==> config.mk <==
export PLATFORM = sky130hd
export DESIGN_NAME = unpadder_flat
export DESIGN_NICKNAME = d
export VERILOG_FILES = /design/src/rtl/unpadder_pkg.sv /design/src/rtl/unpadder_if.sv /design/src/rtl/unpad_locate.sv /design/src/rtl/unpadder.sv /design/src/flat_wrapper.sv
export SDC_FILE = /design/constraint.sdc
export NUM_CORES = 2
export LEC_CHECK = 0
export CORE_UTILIZATION = 56
export CTS_BUF_LIST = sky130_fd_sc_hd__clkbuf_8
export DETAILED_ROUTE_END_ITERATION = 10
export GPL_TIMING_DRIVEN = 0
export PLACE_DENSITY = 0.84
export SLEW_MARGIN = 10
export SYNTH_ARGS = -nofsm -noshare
export SYNTH_HDL_FRONTEND = slang
export SYNTH_SLANG_ARGS = --single-unit
==> constraint.sdc <==
create_clock -name clk -period 3 [get_ports clk]
set_clock_uncertainty 0.2 [all_clocks]
set_input_delay 0.9 -clock clk [delete_from_list [all_inputs] [get_ports clk]]
set_output_delay 0.9 -clock clk [all_outputs]
set_load 0.05 [all_outputs]
==> src/rtl/unpadder_pkg.sv <==
// Shared constants and types for the Keccak unpadder.
//   RATE_BITS/WORD_BITS/RATE_WORDS/RATE_BYTES : rate-block geometry
//   PAD_FIRST    : value of the first pad byte (pad10*1 opening bit)
//   PAD_LAST_BIT : bit index of the closing pad bit inside the block
//   state_e      : unpadder FSM states
//   word_mask    : keep-mask for the top n bytes of a 32-bit word
package unpadder_pkg;

  localparam int unsigned RATE_BITS    = 576;
  localparam int unsigned WORD_BITS    = 32;
  localparam int unsigned RATE_WORDS   = 18;
  localparam int unsigned RATE_BYTES   = 72;
  localparam logic [7:0]  PAD_FIRST    = 8'h01;
  localparam int unsigned PAD_LAST_BIT = 7;

  typedef enum logic [0:0] {StIdle, StSend} state_e;

  // Byte 0 is the MSB byte, so n valid bytes keeps the top n bytes.
  function automatic logic [WORD_BITS-1:0] word_mask(logic [1:0] n);
    logic [WORD_BITS-1:0] m;
    unique case (n)
      2'd0:    m = 32'h0000_0000;
      2'd1:    m = 32'hFF00_0000;
      2'd2:    m = 32'hFFFF_0000;
      default: m = 32'hFFFF_FF00;
    endcase
    return m;
  endfunction

endpackage

==> src/rtl/unpadder_if.sv <==
// Block-in / word-out bundle for the unpadder.
//   in_block/in_valid/in_last/in_ready : padded rate-block input handshake
//   out/out_valid/out_ready/out_last/out_byte_num : message word output handshake
//   pad_error : one-cycle malformed-padding pulse
// slave  = unpadder view, master = block source / word sink view.
interface unpadder_if;
  import unpadder_pkg::*;

  logic [RATE_BITS-1:0] in_block;
  logic                 in_valid;
  logic                 in_last;
  logic                 in_ready;
  logic [WORD_BITS-1:0] out;
  logic                 out_valid;
  logic                 out_ready;
  logic                 out_last;
  logic [1:0]           out_byte_num;
  logic                 pad_error;

  modport slave (
    input  in_block, in_valid, in_last, out_ready,
    output in_ready, out, out_valid, out_last, out_byte_num, pad_error
  );

  modport master (
    output in_block, in_valid, in_last, out_ready,
    input  in_ready, out, out_valid, out_last, out_byte_num, pad_error
  );

endinterface

==> src/rtl/unpad_locate.sv <==
// Combinational pad locator for a final rate block.
//   in_block_i : padded block, byte b = in_block_i[575-8b -: 8]
//   pad_idx_o  : index of the highest nonzero byte (byte 71 seen without its closing bit)
//   pad_ok_o   : closing bit set, a nonzero byte exists and that byte is PAD_FIRST
module unpad_locate
  import unpadder_pkg::*;
(
  input  logic [RATE_BITS-1:0] in_block_i,
  output logic [6:0]           pad_idx_o,
  output logic                 pad_ok_o
);

  logic       found;
  logic [7:0] top_byte;
  logic [7:0] cur;

  // Ascending scan, later hits overwrite earlier ones: result is the highest nonzero byte.
  always_comb begin
    pad_idx_o = '0;
    found     = 1'b0;
    top_byte  = '0;
    cur       = '0;
    for (int unsigned b = 0; b < RATE_BYTES; b++) begin
      cur = in_block_i[RATE_BITS-1-8*b -: 8];
      // Byte 71 carries the closing bit; only its remaining bits may hold the opening 0x01.
      if (b == RATE_BYTES - 1) cur = cur & 8'h7F;
      if (cur != 8'h00) begin
        found     = 1'b1;
        pad_idx_o = 7'(b);
        top_byte  = cur;
      end
    end
    pad_ok_o = in_block_i[PAD_LAST_BIT] & found & (top_byte == PAD_FIRST);
  end

endmodule

==> src/rtl/unpadder.sv <==
// Keccak unpadder: accepts 576-bit rate blocks and streams them as 32-bit words.
// On a final block the pad10*1 bytes are stripped and the last word is flagged with
// out_last/out_byte_num; malformed padding pulses pad_error and emits nothing.
//   clk     : rising-edge clock
//   reset_n : asynchronous active-low reset
//   bus     : unpadder_if.slave (block input, word output, pad_error)
module unpadder
  import unpadder_pkg::*;
(
  input  logic       clk,
  input  logic       reset_n,
  unpadder_if.slave  bus
);

  state_e               state_q, state_d;
  logic [RATE_BITS-1:0] shift_q, shift_d;
  logic [4:0]           cnt_q, cnt_d;
  logic [4:0]           last_idx_q, last_idx_d;
  logic [1:0]           byte_num_q, byte_num_d;
  logic                 final_q, final_d;
  logic                 pad_err_q, pad_err_d;

  logic [6:0]           pad_idx;
  logic                 pad_ok;
  logic                 in_ready;
  logic                 accept;
  logic                 out_valid;
  logic                 out_last;
  logic                 at_last;
  logic                 out_hs;
  logic [WORD_BITS-1:0] out_word;

  unpad_locate u_locate (
    .in_block_i (bus.in_block),
    .pad_idx_o  (pad_idx),
    .pad_ok_o   (pad_ok)
  );

  assign in_ready  = (state_q == StIdle) & reset_n;
  assign accept    = bus.in_valid & in_ready;
  assign out_valid = (state_q == StSend);
  assign at_last   = (cnt_q == last_idx_q);
  assign out_last  = out_valid & final_q & at_last;
  assign out_hs    = out_valid & bus.out_ready;

  always_comb begin
    out_word = '0;
    if (out_valid) begin
      out_word = shift_q[RATE_BITS-1 -: WORD_BITS];
      if (out_last) out_word = out_word & word_mask(byte_num_q);
    end
  end

  assign bus.in_ready     = in_ready;
  assign bus.out          = out_word;
  assign bus.out_valid    = out_valid;
  assign bus.out_last     = out_last;
  assign bus.out_byte_num = out_last ? byte_num_q : 2'd0;
  assign bus.pad_error    = pad_err_q;

  always_comb begin
    state_d    = state_q;
    shift_d    = shift_q;
    cnt_d      = cnt_q;
    last_idx_d = last_idx_q;
    byte_num_d = byte_num_q;
    final_d    = final_q;
    pad_err_d  = 1'b0;
    case (state_q)
      StIdle: begin
        if (accept) begin
          if (bus.in_last && !pad_ok) begin
            pad_err_d = 1'b1;
          end else begin
            state_d    = StSend;
            shift_d    = bus.in_block;
            cnt_d      = '0;
            final_d    = bus.in_last;
            last_idx_d = bus.in_last ? pad_idx[6:2] : 5'(RATE_WORDS - 1);
            byte_num_d = bus.in_last ? pad_idx[1:0] : 2'd0;
          end
        end
      end
      StSend: begin
        if (out_hs) begin
          if (at_last) begin
            state_d = StIdle;
          end else begin
            cnt_d   = cnt_q + 5'd1;
            shift_d = shift_q << WORD_BITS;
          end
        end
      end
      default: state_d = StIdle;
    endcase
  end

  always_ff @(posedge clk or negedge reset_n) begin
    if (!reset_n) begin
      state_q    <= StIdle;
      shift_q    <= '0;
      cnt_q      <= '0;
      last_idx_q <= '0;
      byte_num_q <= '0;
      final_q    <= 1'b0;
      pad_err_q  <= 1'b0;
    end else begin
      state_q    <= state_d;
      shift_q    <= shift_d;
      cnt_q      <= cnt_d;
      last_idx_q <= last_idx_d;
      byte_num_q <= byte_num_d;
      final_q    <= final_d;
      pad_err_q  <= pad_err_d;
    end
  end

endmodule

==> src/flat_wrapper.sv <==
// flat-port wrapper written by rule: the top's interface ports become plain ports
module unpadder_flat import unpadder_pkg::*;
  (clk, reset_n, bus_in_block, bus_in_valid, bus_in_last, bus_out_ready, bus_in_ready, bus_out, bus_out_valid, bus_out_last, bus_out_byte_num, bus_pad_error);
  unpadder_if bus_i ();
  input  logic clk;
  input  logic reset_n;
  input wire logic [$bits(bus_i.in_block)-1:0] bus_in_block;
  input wire logic [$bits(bus_i.in_valid)-1:0] bus_in_valid;
  input wire logic [$bits(bus_i.in_last)-1:0] bus_in_last;
  input wire logic [$bits(bus_i.out_ready)-1:0] bus_out_ready;
  output wire logic [$bits(bus_i.in_ready)-1:0] bus_in_ready;
  output wire logic [$bits(bus_i.out)-1:0] bus_out;
  output wire logic [$bits(bus_i.out_valid)-1:0] bus_out_valid;
  output wire logic [$bits(bus_i.out_last)-1:0] bus_out_last;
  output wire logic [$bits(bus_i.out_byte_num)-1:0] bus_out_byte_num;
  output wire logic [$bits(bus_i.pad_error)-1:0] bus_pad_error;
  assign bus_i.in_block = bus_in_block;
  assign bus_i.in_valid = bus_in_valid;
  assign bus_i.in_last = bus_in_last;
  assign bus_i.out_ready = bus_out_ready;
  assign bus_in_ready = bus_i.in_ready;
  assign bus_out = bus_i.out;
  assign bus_out_valid = bus_i.out_valid;
  assign bus_out_last = bus_i.out_last;
  assign bus_out_byte_num = bus_i.out_byte_num;
  assign bus_pad_error = bus_i.pad_error;
  unpadder u_core (.clk(clk), .reset_n(reset_n), .bus(bus_i));
endmodule
* Word level (Yosys, flattened, before mapping)
Cells that the tools add are included.
Cells by class: add/sub/neg operators 1, eq/ne operators 8, muxes and demuxes 241, bitwise gates (word level) 10, reduce and logical (&&, ||, !) cells 77
Operators by type and width (number):
- $mux W576 | 4
- $pmux W576 S2 | 1
- $mux W8 | 72
- $reduce_bool A8 Y1 | 72
- $mux W7 | 70
- $mux W32 | 4
- $pmux W32 S3 | 1
- $mux W1 | 80
- $and A32 B32 Y32 | 1
- $mux W5 | 5
- $pmux W5 S2 | 1
- $eq A8 B1 Y1 const B | 1
- $and A1 B1 Y1 | 7
- $ne A2 B2 Y1 const B | 3
- $add A5 B1 Y5 const B | 1
- $eq A5 B5 Y1 | 1
- $mux W2 | 2
- $reduce_and A4 Y1 | 1
- $reduce_and A3 Y1 | 1
- $eq A2 B1 Y1 const B | 1
- $eq A2 B2 Y1 const B | 1
- $logic_not A2 Y1 | 1
- $ne A2 B1 Y1 const B | 1
- $not A1 Y1 | 2
- 3 further kinds | 3
Word-level totals: register bits 591

* Depth between registers and ports, before layout
depth after elaboration 80, gate-level depth with buffers 15

* By module
From an unflattened synthesis, not the netlist that was laid out.
Second synthesis, totals: cell total of the unflattened synthesis 3784, area total of the unflattened synthesis 33866.2 µm²
By module, submodules not included:
- unpadder | times used 1, cells an instance 2625, area an instance 27077.2 µm²
- unpad_locate | times used 1, cells an instance 1159, area an instance 6789.0 µm²

* Worst setup path before layout
OpenSTA, ideal clock, no wires.
path kind input -> register, start input port bus_in_block[74], end register u_core.shift_q[458], setup time 0.127 ns, arrival 4.001 ns, slack -1.328 ns, stages 13, cells stage by stage or4_1 > nor2_4 > and2_2 > o21ai_1 > or4_1 > o31ai_1 > o2111a_1 > o211a_1 > o2111ai_4 > nand2_4 > buf_6 > buf_6 > mux2_1
On the way: word-level cells in the longest chain between the ends 17, elaborated cells on any way between the ends 28, classes of those cells eq/ne: 2; mux: 20; bitwise: 2; reduce/logical: 4
Ends and longest elaborated chain:
- start: declaration | line flat_wrapper.sv:7 | input wire logic [$bits(bus_i.in_block)-1:0] bus_in_block;
- $reduce_bool A8 Y1 | line unpad_locate.sv:27 | if (cur != 8'h00) begin
- $mux W8 or $mux W1 (tied branches) (10 in a row) | line unpad_locate.sv:27
- $eq A8 B1 Y1 or $and A1 B1 Y1 (tied branches) | line unpad_locate.sv:33 | pad_ok_o = in_block_i[PAD_LAST_BIT] & found & (top_byte == PAD_FIRST);
- $and A1 B1 Y1 (*) | line unpad_locate.sv:33
- $logic_not A1 Y1 (*) | line unpadder.sv:72 | if (bus.in_last && !pad_ok) begin
- $logic_and A1 B1 Y1 (*) | line unpadder.sv:72
- $ne A2 B2 Y1 (no source line) (*)
- $reduce_and A4 Y1 (no source line) (*)
- end signal: assignment | line unpadder.sv:109 | shift_q <= shift_d;
- end: declaration | line unpadder.sv:16 | logic [RATE_BITS-1:0] shift_q, shift_d;
Every way passes the cells marked *; elsewhere a longest branch is shown, timed or not. A chain may end at the register's enable or synchronous reset.

* Worst setup path after layout
start input port bus_in_block[165], end register u_core.shift_q[127]
On the way: word-level cells in the longest chain between the ends 28, elaborated cells on any way between the ends 50, classes of those cells eq/ne: 2; mux: 42; bitwise: 2; reduce/logical: 4
Ends and longest elaborated chain (line):
- $reduce_bool A8 Y1 | unpad_locate.sv:27
- $mux W8 or $mux W1 (tied branches) (21 in a row) | unpad_locate.sv:27
- $eq A8 B1 Y1 or $and A1 B1 Y1 (tied branches) | unpad_locate.sv:33
- $and A1 B1 Y1 (*) | unpad_locate.sv:33
- $logic_not A1 Y1 (*) | unpadder.sv:72
- $logic_and A1 B1 Y1 (*) | unpadder.sv:72
- $ne A2 B2 Y1 (no source line) (*)
- $reduce_and A4 Y1 (no source line) (*)
Marks and branches as above.

==> metrics.csv <==
metric,value,unit
powerDensity,841,nW/um2
crit_path_end_kind,register,
max_slew_margin,37.6,%
setup_violations,629,
period_needed,4.46,ns
routed.top_layer,met5,
rows,92,
synth_fp_nets,3749,
rsz0062_at_grt,true,
vias,36000,
timing.max_cap.violations,0,
fmax,224,MHz
ys_ff_latch,591,
yosysWarnings,0,
route.detailed.drc,0,
globalplace.congestion,1.03,
finalInstanceArea,52100,um2
grt_max_degree,108,
wl_met1,61200,um
core_area,63500,um2
cts_max_level,3,
place_area,43900,um2
drtIter0Drc,4536,
total_power,43800,uW
wirelength,171000,um
finalHoldViolCount,80,
routedWlPerCell,33.4,um
layout_commonest_cell,dfrtp_1,
status,"finished, violations left",
grt_pass1_vias,35200,
layout_setup_ws,-1.46,ns
grt_overflow_total,0,
antenna_found_initial,32,
synth-edff-count,0,
period_share,149,%
tns,-858.43,ns
grt_pass1_wl,238000,um
clk_latency,0.75,ns
ys.flop_type,dfrtp_1,
netlist_area,36300,um2
violations,"hold timing, setup timing",
viasPerCell,7.04,
crit_required,3.42,ns
initial_utilization,57.1,%
reg2reg_slack,-0.35,ns
cts_tree,built,
dr.pass1.iters,6,
final_cell_mix,"dfrtp_1 (589), mux2_2 (514), mux2_1 (480)",
worstPathArrival,4.88,ns
met2_wirelength,74800,um
cts.sinks,591,
track_usage,48.7,%
ios,619,
io_buffers,618,
clk_pin_slew_worst_paths,0.06,ns
criticalPathCategory,in -> reg,
place_ws,-3.65,ns
cts_buffers,101,
hp-class,in -> async,
synth.yosys.seq_area_share,40.8,%
synthArstFlopShare,100,%
syn_inst,3167,
start_kind,primary input,
wl_met3,20100,um
peakVddDrop,0.945,mV
slew_viol_final,0,
die_h,257,um
critPathMaxFanout,10,
worst_pin_slew,0.936,ns
layout.nets,4753,
worstRegToRegCells,13,
hpwl,125000,um
area_growth_syn_to_layout,43.7,%
yosysUniqueCellTypes,87,
drive_gt1_share,39.4,%
timing.hold.ws,-0.152,ns
clock_path_buffers,3,
dieArea,65800,um2
r2r_start,u_core.bus.out_valid,
p_leak,0.0226,uW
cts.root.buffer_cell,clkbuf_8,
avgSynthCellArea,11.5,um2
r2r_end,u_core.shift_q[127],
die-width,257,um
postRouteAntennaNets,0,
-- state kept, by name, indices dropped and copies added (netlist names) --
register / cells
u_core.last_idx_q: 5
u_core.byte_num_q: 2
u_core.shift_q: 576
u_core.bus.out_valid: 1
u_core.final_q: 1
u_core.bus.pad_error: 1
u_core.cnt_q: 5
-- where the power goes --
group          total (uW)  switching, uW  internal, uW
Combinational       20600           9830         10800
Sequential          14900           2940         12000
Clock                8330           3780          4550
-- how the worst max path moves through the flow --
stage / to / cells past startpoint / slack [ns] / start
2_1_floorplan: u_core.shift_q[458] / 12 / -1.23 / bus_in_block[204]
3_3_place_gp: u_core.shift_q[552] / 1 / -25.74 / reset_n
3_5_place_dp: u_core.shift_q[557] / 14 / -3.65 / bus_in_block[192]
4_1_cts: u_core.shift_q[85] / 15 / -1.27 / bus_in_block[34]
5_1_grt: u_core.shift_q[170] / 18 / -1.49 / bus_in_block[165]
6_report: u_core.shift_q[127] / 16 / -1.46 / bus_in_block[165]
-- layer usage --
layer | track usage, % | vias up
li1 | - | 14300
met2 | 75.3 | 3137
met4 | 30.0 | 28
met5 | 0 | -
met3 | 12.7 | 1044
met1 | 61.0 | 17500
-- worst max-delay path, stage by stage --
cell and delay (ns):
dlygate4sd2_1 0.33, nor4_4 0.48, nand2_2 0.21, o211ai_1 0.34, a21oi_4 0.16, a2111oi_4 0.31, buf_4 0.21, nand4_1 0.24
nand2_2 0.19, nor4_4 0.07, o2111ai_4 0.44, nand2_8 0.11, buf_12 0.17, clkbuf_16 0.18, buf_6 0.16, mux2_1 0.34
-- cell families after synthesis --
kind of cell	share of synthesized area [%]
buf+inv	3.37
simple gates	11.3
xor+xnor	0.193
fa+ha+maj	0.0345
flops	40.8
compound gates	11.3
mux	33.0
-- layout make-up --
class | instances | area (um2)
multi-input combinational | 2380 | 23800
sequential | 591 | 14800
fill | 3691 | 11400
timing repair buffer | 911 | 8610
clock buffer | 128 | 1760
buffer | 144 | 1420
tap | 846 | 1060
clock inverter | 60 | 502
inverter | 42 | 158
antenna | 21 | 52.6
-- cell usage after synthesis, types with 6 or more instances --
master,count,area (um2)
buf_2,6,30.0
mux2_2,514,5790
a21oi_1,107,536
nand2_1,139,522
buf_4,21,158
buf_8,27,405
nor3_1,96,480
nor2_1,103,387
nor4_4,6,128
o221ai_1,10,87.6
a211o_1,7,61.3
o31ai_1,18,135
inv_1,42,158
or2_2,8,50.1
a211oi_1,21,158
dfrtp_1,591,14800
and2_1,65,407
o211ai_1,24,180
a32o_1,32,320
o21bai_1,28,210
a21o_1,12,90.1
o21ai_0,96,480
a2111oi_0,13,114
buf_6,12,135
o21a_1,24,180
xor2_1,7,61.3
a221o_1,7,70.1
nand4_1,37,231
mux2_1,550,6190
or3_1,11,68.8
nor4_1,111,694
a311oi_1,14,123
nand3_1,38,190
a221oi_1,12,105
a31oi_1,79,494
nor4_2,30,375
clkbuf_1,89,334
or4_1,11,82.6
o2111ai_1,19,166
and3_1,18,113
-- timing repair --
action,in CTS,in global routing
pin swaps,185,208
gates cloned,8,18
setup endpoints to repair,629,629
gates resized for setup,1065,641
endpoints found under the hold margin,80,80
setup buffers,162,102
-- through the flow --
step | std cells | util [%]
floorplan | 3167 | -
global placement | 4631 | 68.8
detailed placement | 4638 | 69.1
CTS | 4983 | 78.9
global route | 5113 | 82.0
finish | 5123 | 82.1
Note: power is estimated with default switching activity, not from simulation.
